[src/rtl/if_prefetch_unit.sv]
`default_nettype none
// ============================================================================
//  Module   : if_prefetch_unit
//  Brief    : Instruction-fetch stage with a DEPTH-entry prefetch queue.
//             Owns the PC, issues single-outstanding req/ack fetches, buffers
//             {instruction, PC+step} pairs for IF/ID and resolves redirects,
//             dropping stale fetches and flushing the queue.
//  Revision : 1.0 - initial release
// ============================================================================
module if_prefetch_unit #(
  parameter int              XLEN     = 32,
  parameter int              DEPTH    = 4,
  parameter logic [XLEN-1:0] RESET_PC = 32'h00010000,
  parameter int              PC_STEP  = 4
) (
  input  logic            CLOCK,
  input  logic            RESET,
  input  logic            fromPCSRC,
  input  logic [1:0]      fromJUMP,
  input  logic [1:0]      fromRJUMP,
  input  logic [XLEN-1:0] BRANCHGO,
  input  logic [XLEN-1:0] fromJJAL,
  input  logic [XLEN-1:0] fromJRJALR,
  input  logic            STALL,
  output logic [XLEN-1:0] IADRESS,
  output logic            IREQ,
  input  logic            IACK,
  input  logic [XLEN-1:0] OUTDATA,
  output logic [XLEN-1:0] MAINORDER,
  output logic [XLEN-1:0] goifidpc4,
  output logic            ORDERVALID,
  output logic            FLASHIF
);

  localparam int            AW      = $clog2(DEPTH);
  localparam logic [XLEN-1:0] C_STEP  = XLEN'(PC_STEP);
  localparam logic [AW:0]   C_DEPTH = (AW+1)'(DEPTH);

  typedef enum logic [0:0] {
    ST_FETCH   = 1'b0,
    ST_DISCARD = 1'b1
  } state_t;

  state_t          r_state;
  logic [XLEN-1:0] r_fetch_pc;
  logic [XLEN-1:0] r_target;
  logic            r_req;

  logic [XLEN-1:0] r_q_instr [DEPTH];
  logic [XLEN-1:0] r_q_pc4   [DEPTH];
  logic [AW-1:0]   r_wptr;
  logic [AW-1:0]   r_rptr;
  logic [AW:0]     r_count;

  logic            w_redirect;
  logic [XLEN-1:0] w_target;
  logic            w_xfer;
  logic            w_valid;
  logic            w_push;
  logic            w_pop;
  logic [AW:0]     w_count_next;

  // Redirect decode with jr/jalr > j/jal > branch priority, plus queue control
  always_comb begin
    w_redirect = fromPCSRC | (|fromJUMP) | (|fromRJUMP);
    if (|fromRJUMP)
      w_target = fromJRJALR;
    else if (|fromJUMP)
      w_target = fromJJAL;
    else
      w_target = BRANCHGO;
    w_xfer       = r_req & IACK;
    w_valid      = (r_count != '0);
    // Words arriving in DISCARD are stale; a redirect discards everything
    w_push       = (r_state == ST_FETCH) & w_xfer & ~w_redirect;
    w_pop        = w_valid & ~STALL & ~w_redirect;
    w_count_next = r_count + (AW+1)'(w_push) - (AW+1)'(w_pop);
  end

  // Fetch FSM: PC ownership, request issue and stale-fetch discard
  always_ff @(posedge CLOCK or negedge RESET) begin
    if (!RESET) begin
      r_state    <= ST_FETCH;
      r_fetch_pc <= RESET_PC;
      r_target   <= '0;
      r_req      <= 1'b0;
    end else begin
      case (r_state)
        ST_FETCH: begin
          if (w_redirect) begin
            if (r_req && !IACK) begin
              // Request cannot be withdrawn: wait for it, then jump
              r_target <= w_target;
              r_state  <= ST_DISCARD;
            end else begin
              // Queue is flushed, so there is always room for a new request
              r_fetch_pc <= w_target;
              r_req      <= 1'b1;
            end
          end else begin
            if (w_xfer)
              r_fetch_pc <= r_fetch_pc + C_STEP;
            r_req <= (r_req && !IACK) || (w_count_next < C_DEPTH);
          end
        end
        ST_DISCARD: begin
          if (IACK) begin
            r_fetch_pc <= w_redirect ? w_target : r_target;
            r_state    <= ST_FETCH;
            r_req      <= 1'b1;
          end else if (w_redirect) begin
            r_target <= w_target;
          end
        end
        default: r_state <= ST_FETCH;
      endcase
    end
  end

  // Queue pointers and occupancy; a redirect empties the queue
  always_ff @(posedge CLOCK or negedge RESET) begin
    if (!RESET) begin
      r_wptr  <= '0;
      r_rptr  <= '0;
      r_count <= '0;
    end else if (w_redirect) begin
      r_wptr  <= '0;
      r_rptr  <= '0;
      r_count <= '0;
    end else begin
      if (w_push)
        r_wptr <= r_wptr + AW'(1);
      if (w_pop)
        r_rptr <= r_rptr + AW'(1);
      r_count <= w_count_next;
    end
  end

  // Queue storage; contents are only observed through a valid head
  always_ff @(posedge CLOCK) begin
    if (w_push) begin
      r_q_instr[r_wptr] <= OUTDATA;
      r_q_pc4[r_wptr]   <= r_fetch_pc + C_STEP;
    end
  end

  assign IADRESS    = r_fetch_pc;
  assign IREQ       = r_req;
  assign ORDERVALID = w_valid;
  assign MAINORDER  = w_valid ? r_q_instr[r_rptr] : '0;
  assign goifidpc4  = w_valid ? r_q_pc4[r_rptr]   : '0;
  assign FLASHIF    = w_redirect;

endmodule
`default_nettype wire

[config.mk]
export PLATFORM = sky130hd
export DESIGN_NAME = if_prefetch_unit
export DESIGN_NICKNAME = d
export VERILOG_FILES = /design/src/rtl/if_prefetch_unit.sv
export SDC_FILE = /design/constraint.sdc
export NUM_CORES = 1
export LEC_CHECK = 0
export CORE_MARGIN = 4
export CORE_UTILIZATION = 54
export DETAILED_ROUTE_END_ITERATION = 6
export GPL_ROUTABILITY_DRIVEN = 1
export GPL_TIMING_DRIVEN = 0
export MAX_ROUTING_LAYER = met4
export PLACE_DENSITY_LB_ADDON = 0.05
export SLEW_MARGIN = 5
export SYNTH_ARGS = -nofsm -noshare
export SYNTH_HDL_FRONTEND = slang
export SYNTH_SLANG_ARGS = --single-unit
[constraint.sdc]
create_clock -name CLOCK -period 4.1 [get_ports CLOCK]
set_input_delay 0.82 -clock CLOCK [delete_from_list [all_inputs] [get_ports CLOCK]]
set_output_delay 0.82 -clock CLOCK [all_outputs]
set_load 0.02 [all_outputs]
# ---- After elaboration in Yosys (flattened, before gate mapping)
# Memory sizes are Yosys's and may differ from the RTL's.
# Cells that the tools add are included.
dict set report word_totals {
  wordCells 71
  out_inout_bits 99
  register_bits 73
  ramBits 256
  memories 2
  input_bits 137
}
dict set report op_classes {
  bitwise_logic 10
  reduce_logical 11
  addsub 5
  magnitude_cmp 1
  mux 29
  n_eq_ne 6
}
# name depth width rd rd_clocked_by_memory_dff write_ports line
set mem_list {}
lappend mem_list {r_q_instr 4 32 1 0 1 49} ;# logic [XLEN-1:0] r_q_instr [DEPTH];
lappend mem_list {r_q_pc4 4 32 1 0 1 50} ;# logic [XLEN-1:0] r_q_pc4 [DEPTH];
# op n
set ops {}
lappend ops {{$mux W32} 12}
lappend ops {{$pmux W32 S2} 2}
lappend ops {{$add A32 B3 Y32 const B} 1}
lappend ops {{$mux W1} 8}
lappend ops {{$mux W2} 4}
lappend ops {{$ne A2 B2 Y1 const B} 3}
lappend ops {{$ne A3 B3 Y1 const B} 2}
lappend ops {{$reduce_and A3 Y1} 2}
lappend ops {{$and A1 B1 Y1} 5}
lappend ops {{$add A2 B1 Y2 const B} 2}
lappend ops {{$pmux W1 S2} 2}
lappend ops {{$reduce_bool A2 Y1} 2}
lappend ops {{$reduce_or A2 Y1} 2}
lappend ops {{$add A3 B1 Y3} 1}
lappend ops {{$lt A3 B3 Y1 const B} 1}
lappend ops {{$mux W3} 1}
lappend ops {{$not A1 Y1} 3}
lappend ops {{$reduce_bool A3 Y1} 1}
lappend ops {{$sub A3 B1 Y3} 1}
lappend ops {{$ne A2 B1 Y1 const B} 1}
lappend ops {{$or A1 B1 Y1} 2}
lappend ops {{$reduce_and A2 Y1} 1}
lappend ops {{$logic_and A1 B1 Y1} 1}
lappend ops {{$logic_not A1 Y1} 1}
lappend ops {{$logic_or A1 B1 Y1} 1}

# ---- Longest topological paths before layout
dict set report logic_depth {
  depth_word 11
  ltp_mapped 16
  ltp_nobuf 13
}

# ---- Least setup slack after synthesis
# Ideal clock, no wire load.
dict set report synth_timing {
  kind {input-to-reg}
  start {input fromRJUMP[1]}
  end {memory r_q_instr[0][0], enable pin}
  cell_stages 6
  setup_slack_ns 0.241
  n_path_buf 2
  t_required_ns 3.671
  arrival_time_ns 3.430
  setup_ns 0.429
  cell_sequence {or2_2 -> clkbuf_1 -> or3_1 -> buf_2 -> nor2_1 -> and2_1}
}
dict set report synth_between {
  elab_chain_cells 6
}
# element line
set synth_lines {}
lappend synth_lines {{start, declared} 20} ;# input logic [1:0] fromRJUMP,
lappend synth_lines {{$reduce_or A2 Y1} 65} ;# w_redirect = fromPCSRC | (|fromJUMP) | (|fromRJUMP);
lappend synth_lines {{$or A1 B1 Y1} 65}
lappend synth_lines {{$not A1 Y1} 75} ;# w_push = (r_state == ST_FETCH) & w_xfer & ~w_redirect;
lappend synth_lines {{$and A1 B1 Y1} 75}
lappend synth_lines {{$mux W1} 141} ;# if (w_push) begin
lappend synth_lines {{$mux W1 (implied by the code)} 142} ;# r_q_instr[r_wptr] <= OUTDATA;
lappend synth_lines {{end, declared} 49}
# Every way passes these cells.

# ---- Worst setup path after layout
dict set report layout_timing {
  start {register r_rptr[1]}
  end {output goifidpc4[15]}
}
dict set report layout_between {
  elab_chain_cells 2
}
# element line
set layout_lines {}
lappend layout_lines {{start, declared} 52} ;# logic [AW-1:0] r_rptr;
lappend layout_lines {{start signal, assigned} 134} ;# r_rptr <= r_rptr + AW'(1);
lappend layout_lines {{$mem_v2 Z4 W32} --}
lappend layout_lines {{$mux W32} 151} ;# assign goifidpc4 = w_valid ? r_q_pc4[r_rptr] : '0;
lappend layout_lines {{end, declared} 30} ;# output logic [XLEN-1:0] goifidpc4,
# Every way passes these cells.

==> impl_metrics.toml <==
[die]
fp.dieH_um = 173
die_area_um2 = 29800
boundaryPins = 236
start_util_pct = 55.5
die_w_um = 173
std_cell_rows = 59
core_region_area_um2 = 26400

[clock_tree]
cts_tree = "yes"
clk_transition_reported_paths_ns = 0.06
cts-buffers-inserted = 35
htree_num_levels = 2
tritoncts_num_sinks = 329
clkLatencyLatePin_ns = 0.50
clockBufferDepth = 3
root_buffer = "sky130_fd_sc_hd__clkbuf_16"

[synth]
synth_edf_count = 256
yosys_warnings = 0
synth.ff_latch_count = 329
synth_top_area_share_pct = 52.6
synth_area_leader_cell = "sky130_fd_sc_hd__edfxtp_1"
syn_inst = 1033
synth_sequential_area_ratio_pct = 65.1
synth_area_um2 = 14600
synth.net_count = 1178
synth_flop_cell = "sky130_fd_sc_hd__edfxtp_1"
synthTopCellsByArea = "sky130_fd_sc_hd__edfxtp_1 (53%), sky130_fd_sc_hd__dfrtp_1 (12%), sky130_fd_sc_hd__mux4_2 (9.9%), sky130_fd_sc_hd__nand2_1 (3.1%), sky130_fd_sc_hd__and2_1 (3.0%)"
synthArstFlopShare_pct = 22.2
ys_types = 56
postSynthAreaPerCell_um2 = 14.2

[final_layout]
layout.cells.most_common = "sky130_fd_sc_hd__edfxtp_1"
n_fill_cell = 1882
ff_latch_area_um2 = 9520
antenna-diode-count = 0
drive_above_1_share_pct = 12.4
leading_cell_types_in_the_layout_fill_and_taps_excluded = "sky130_fd_sc_hd__edfxtp_1 (256), sky130_fd_sc_hd__clkdlybuf4s50_1 (234), sky130_fd_sc_hd__nand2_1 (122)"
design.final.nets = 1454
synthToLayoutAreaGrowth_pct = 27.2
multi_input_area_um2 = 4770

[sta]
whs_ns = 0.291
setup_viol = 0
rsz0062_at_grt = "no"
hold_viol_final = 0
clock_skew_ns = 0.00933
timing_max_transition_violations_final = 0
fmax_ghz = 0.255
timing.max_slew.rel_slack_pct = 36.2
layout_worst_path_cycle_share_pct = 95.6
tightestPinTransition_ns = 0.957
final.min_clock_period_ns = 3.92

[power_and_ir_drop]
power_density_nw_per_um2 = 410
vdd_drop_max_mv = 0.289
power.leakage_nw = 6.43
totalPowerFinal_w = 0.00763

[routing]
dr.pass1.iters = 7
first_iter_violations = 732
vias = 9797
routed_wire_length_per_instance_um = 22.2
drt.antenna.violating_nets = 0
routed_wl_mm = 37.0
drc = 0
viasPerCell = 5.87

[grt]
gr-total-overflow = 0
track_usage_pct = 25.6
number_of_antenna_violations_at_the_first_check_in_global_routing = 0
number_of_global_route_vias_before_repair = 10267
grt_start_max_net_pins = 49
grt_pass1_wl_mm = 58.5

[placement]
hpwl_mm = 26.2
io_buffers = 235
gp_congestion = 0.889

[worst_setup_path]
critPathKind = "register to output pin"
worst_endpoint_required_time_ns = 3.28
setup.reg_to_reg.worst_slack_ns = 0.91
timing.rr.end = "IREQ"
worstReg2RegStart = "r_state"
worstSetupStartpointType = "register"
endpoint_kind_of_the_worst_setup_timing_path = "output pin"
worst-path-max-fanout = 10
worst-endpoint-arrival_ns = 3.10
rr_worst_depth = 14

[hold_path]
hold_class = "primary input to asynchronous set/reset pin"

[run_status]
outcome = "complete, no violations"

[job]
max_cap_viol_count = 0
==> cell type report <==
cell class | instances | area share (%)
Timing Repair Buffer | 240 | 13.2
Clock inverter | 21 | 0.982
Sequential cell | 329 | 51.2
Inverter | 18 | 0.363
Tap cell | 335 | 2.25
Clock buffer | 41 | 4.89
Buffer | 66 | 1.49
Multi-Input combinational cell | 619 | 25.6
==> flip-flops by register name, indices dropped and copies added (netlist names) <==
signal,count
r_rptr,2
r_q_instr,128
r_target,32
IADRESS,32
IREQ,1
r_q_pc4,128
r_state,1
r_wptr,2
r_count,3
==> power by group <==
group | switching, W | leakage, nW | internal (W)
logic | 0.000428 | 2.71 | 0.000347
registers | 0.000110 | 3.19 | 0.00374
clock network | 0.00123 | 0.532 | 0.00177
==> logic make-up (layout without fill, tap and decap cells) <==
logic type / after synthesis / after routing / share of synthesized area, %
AND/OR/NAND/NOR: 312 / 312 / 10.6
AO/OA/AOI/OAI: 190 / 190 / 8.54
XOR/XNOR: 33 / 33 / 1.98
buffers and inverters: 85 / 386 / 2.38
multiplexers: 76 / 76 / 10.7
adder cells (fa/ha/maj): 8 / 8 / 0.736
flip-flops: 329 / 329 / 65.1
==> critical path, cell delays in order (launching register included) <==
cell                              delay, ns
sky130_fd_sc_hd__dfrtp_1               0.35
sky130_fd_sc_hd__clkbuf_1              0.52
sky130_fd_sc_hd__buf_1                 0.59
sky130_fd_sc_hd__mux4_2                0.41
sky130_fd_sc_hd__and2_1                0.17
sky130_fd_sc_hd__clkdlybuf4s50_1       0.57
==> per-stage QoR <==
stage / instances / worst slack (ns) / utilization [%] / TNS, ns / cell area (um^2)
after floorplan: 1033 / 0.241 / - / 0 / 14600
after global placement: 1603 / -1.58 / 66.0 / -428.72 / 17400
after detailed placement: 1608 / -0.371 / 66.4 / -0.895 / 17500
after CTS: 1669 / 0.127 / 70.6 / 0 / 18600
after global routing: 1669 / 0.0379 / 70.6 / 0 / 18600
final: 1669 / 0.179 / 70.6 / 0 / 18600
==> synth_stat cells (all sizes together) (15+ instances only) <==
master,number
nor2,57
nand2,122
mux4,64
o31ai,18
buf,34
dfrtp,72
a21oi,46
o21ai,39
edfxtp,256
inv,18
nand3,17
and2,70
clkbuf,33
xnor2,21
a31oi,16
a221oi,15
==> per-layer routing <==
| layer | vias to the layer above | track usage, % | share of wire [%] |
|---|---|---|---|
| met1 | 4821 | 34.0 | 41 |
| met2 | 433 | 42.8 | 50 |
| met5 | - | - | 0 |
| li1 | 4495 | - | - |
| met3 | 48 | 4.19 | 7.2 |
| met4 | 0 | 4.99 | 1.6 |
==> what timing repair did <==
item                                    in CTS  in global routing
hold buffers                                 0                  0
endpoints found under the setup margin       1                  0
resized for setup                            1                  0
buffers inserted                             0                  0
endpoints found under the hold margin        0                  0
==> how the worst max path moves through the flow <==
stage	startpoint	slack [ns]	to
2_1_floorplan	fromRJUMP[1]	0.24	r_q_instr[0][0]
3_3_place_gp	fromRJUMP[1]	-1.58	r_q_instr[0][16]
3_5_place_dp	fromJUMP[1]	-0.37	IREQ
4_1_cts	r_rptr[1]	0.13	goifidpc4[15]
5_1_grt	r_rptr[1]	0.04	goifidpc4[13]
6_report	r_rptr[1]	0.18	goifidpc4[15]
No activity file was read; power rests on OpenSTA's default activity.
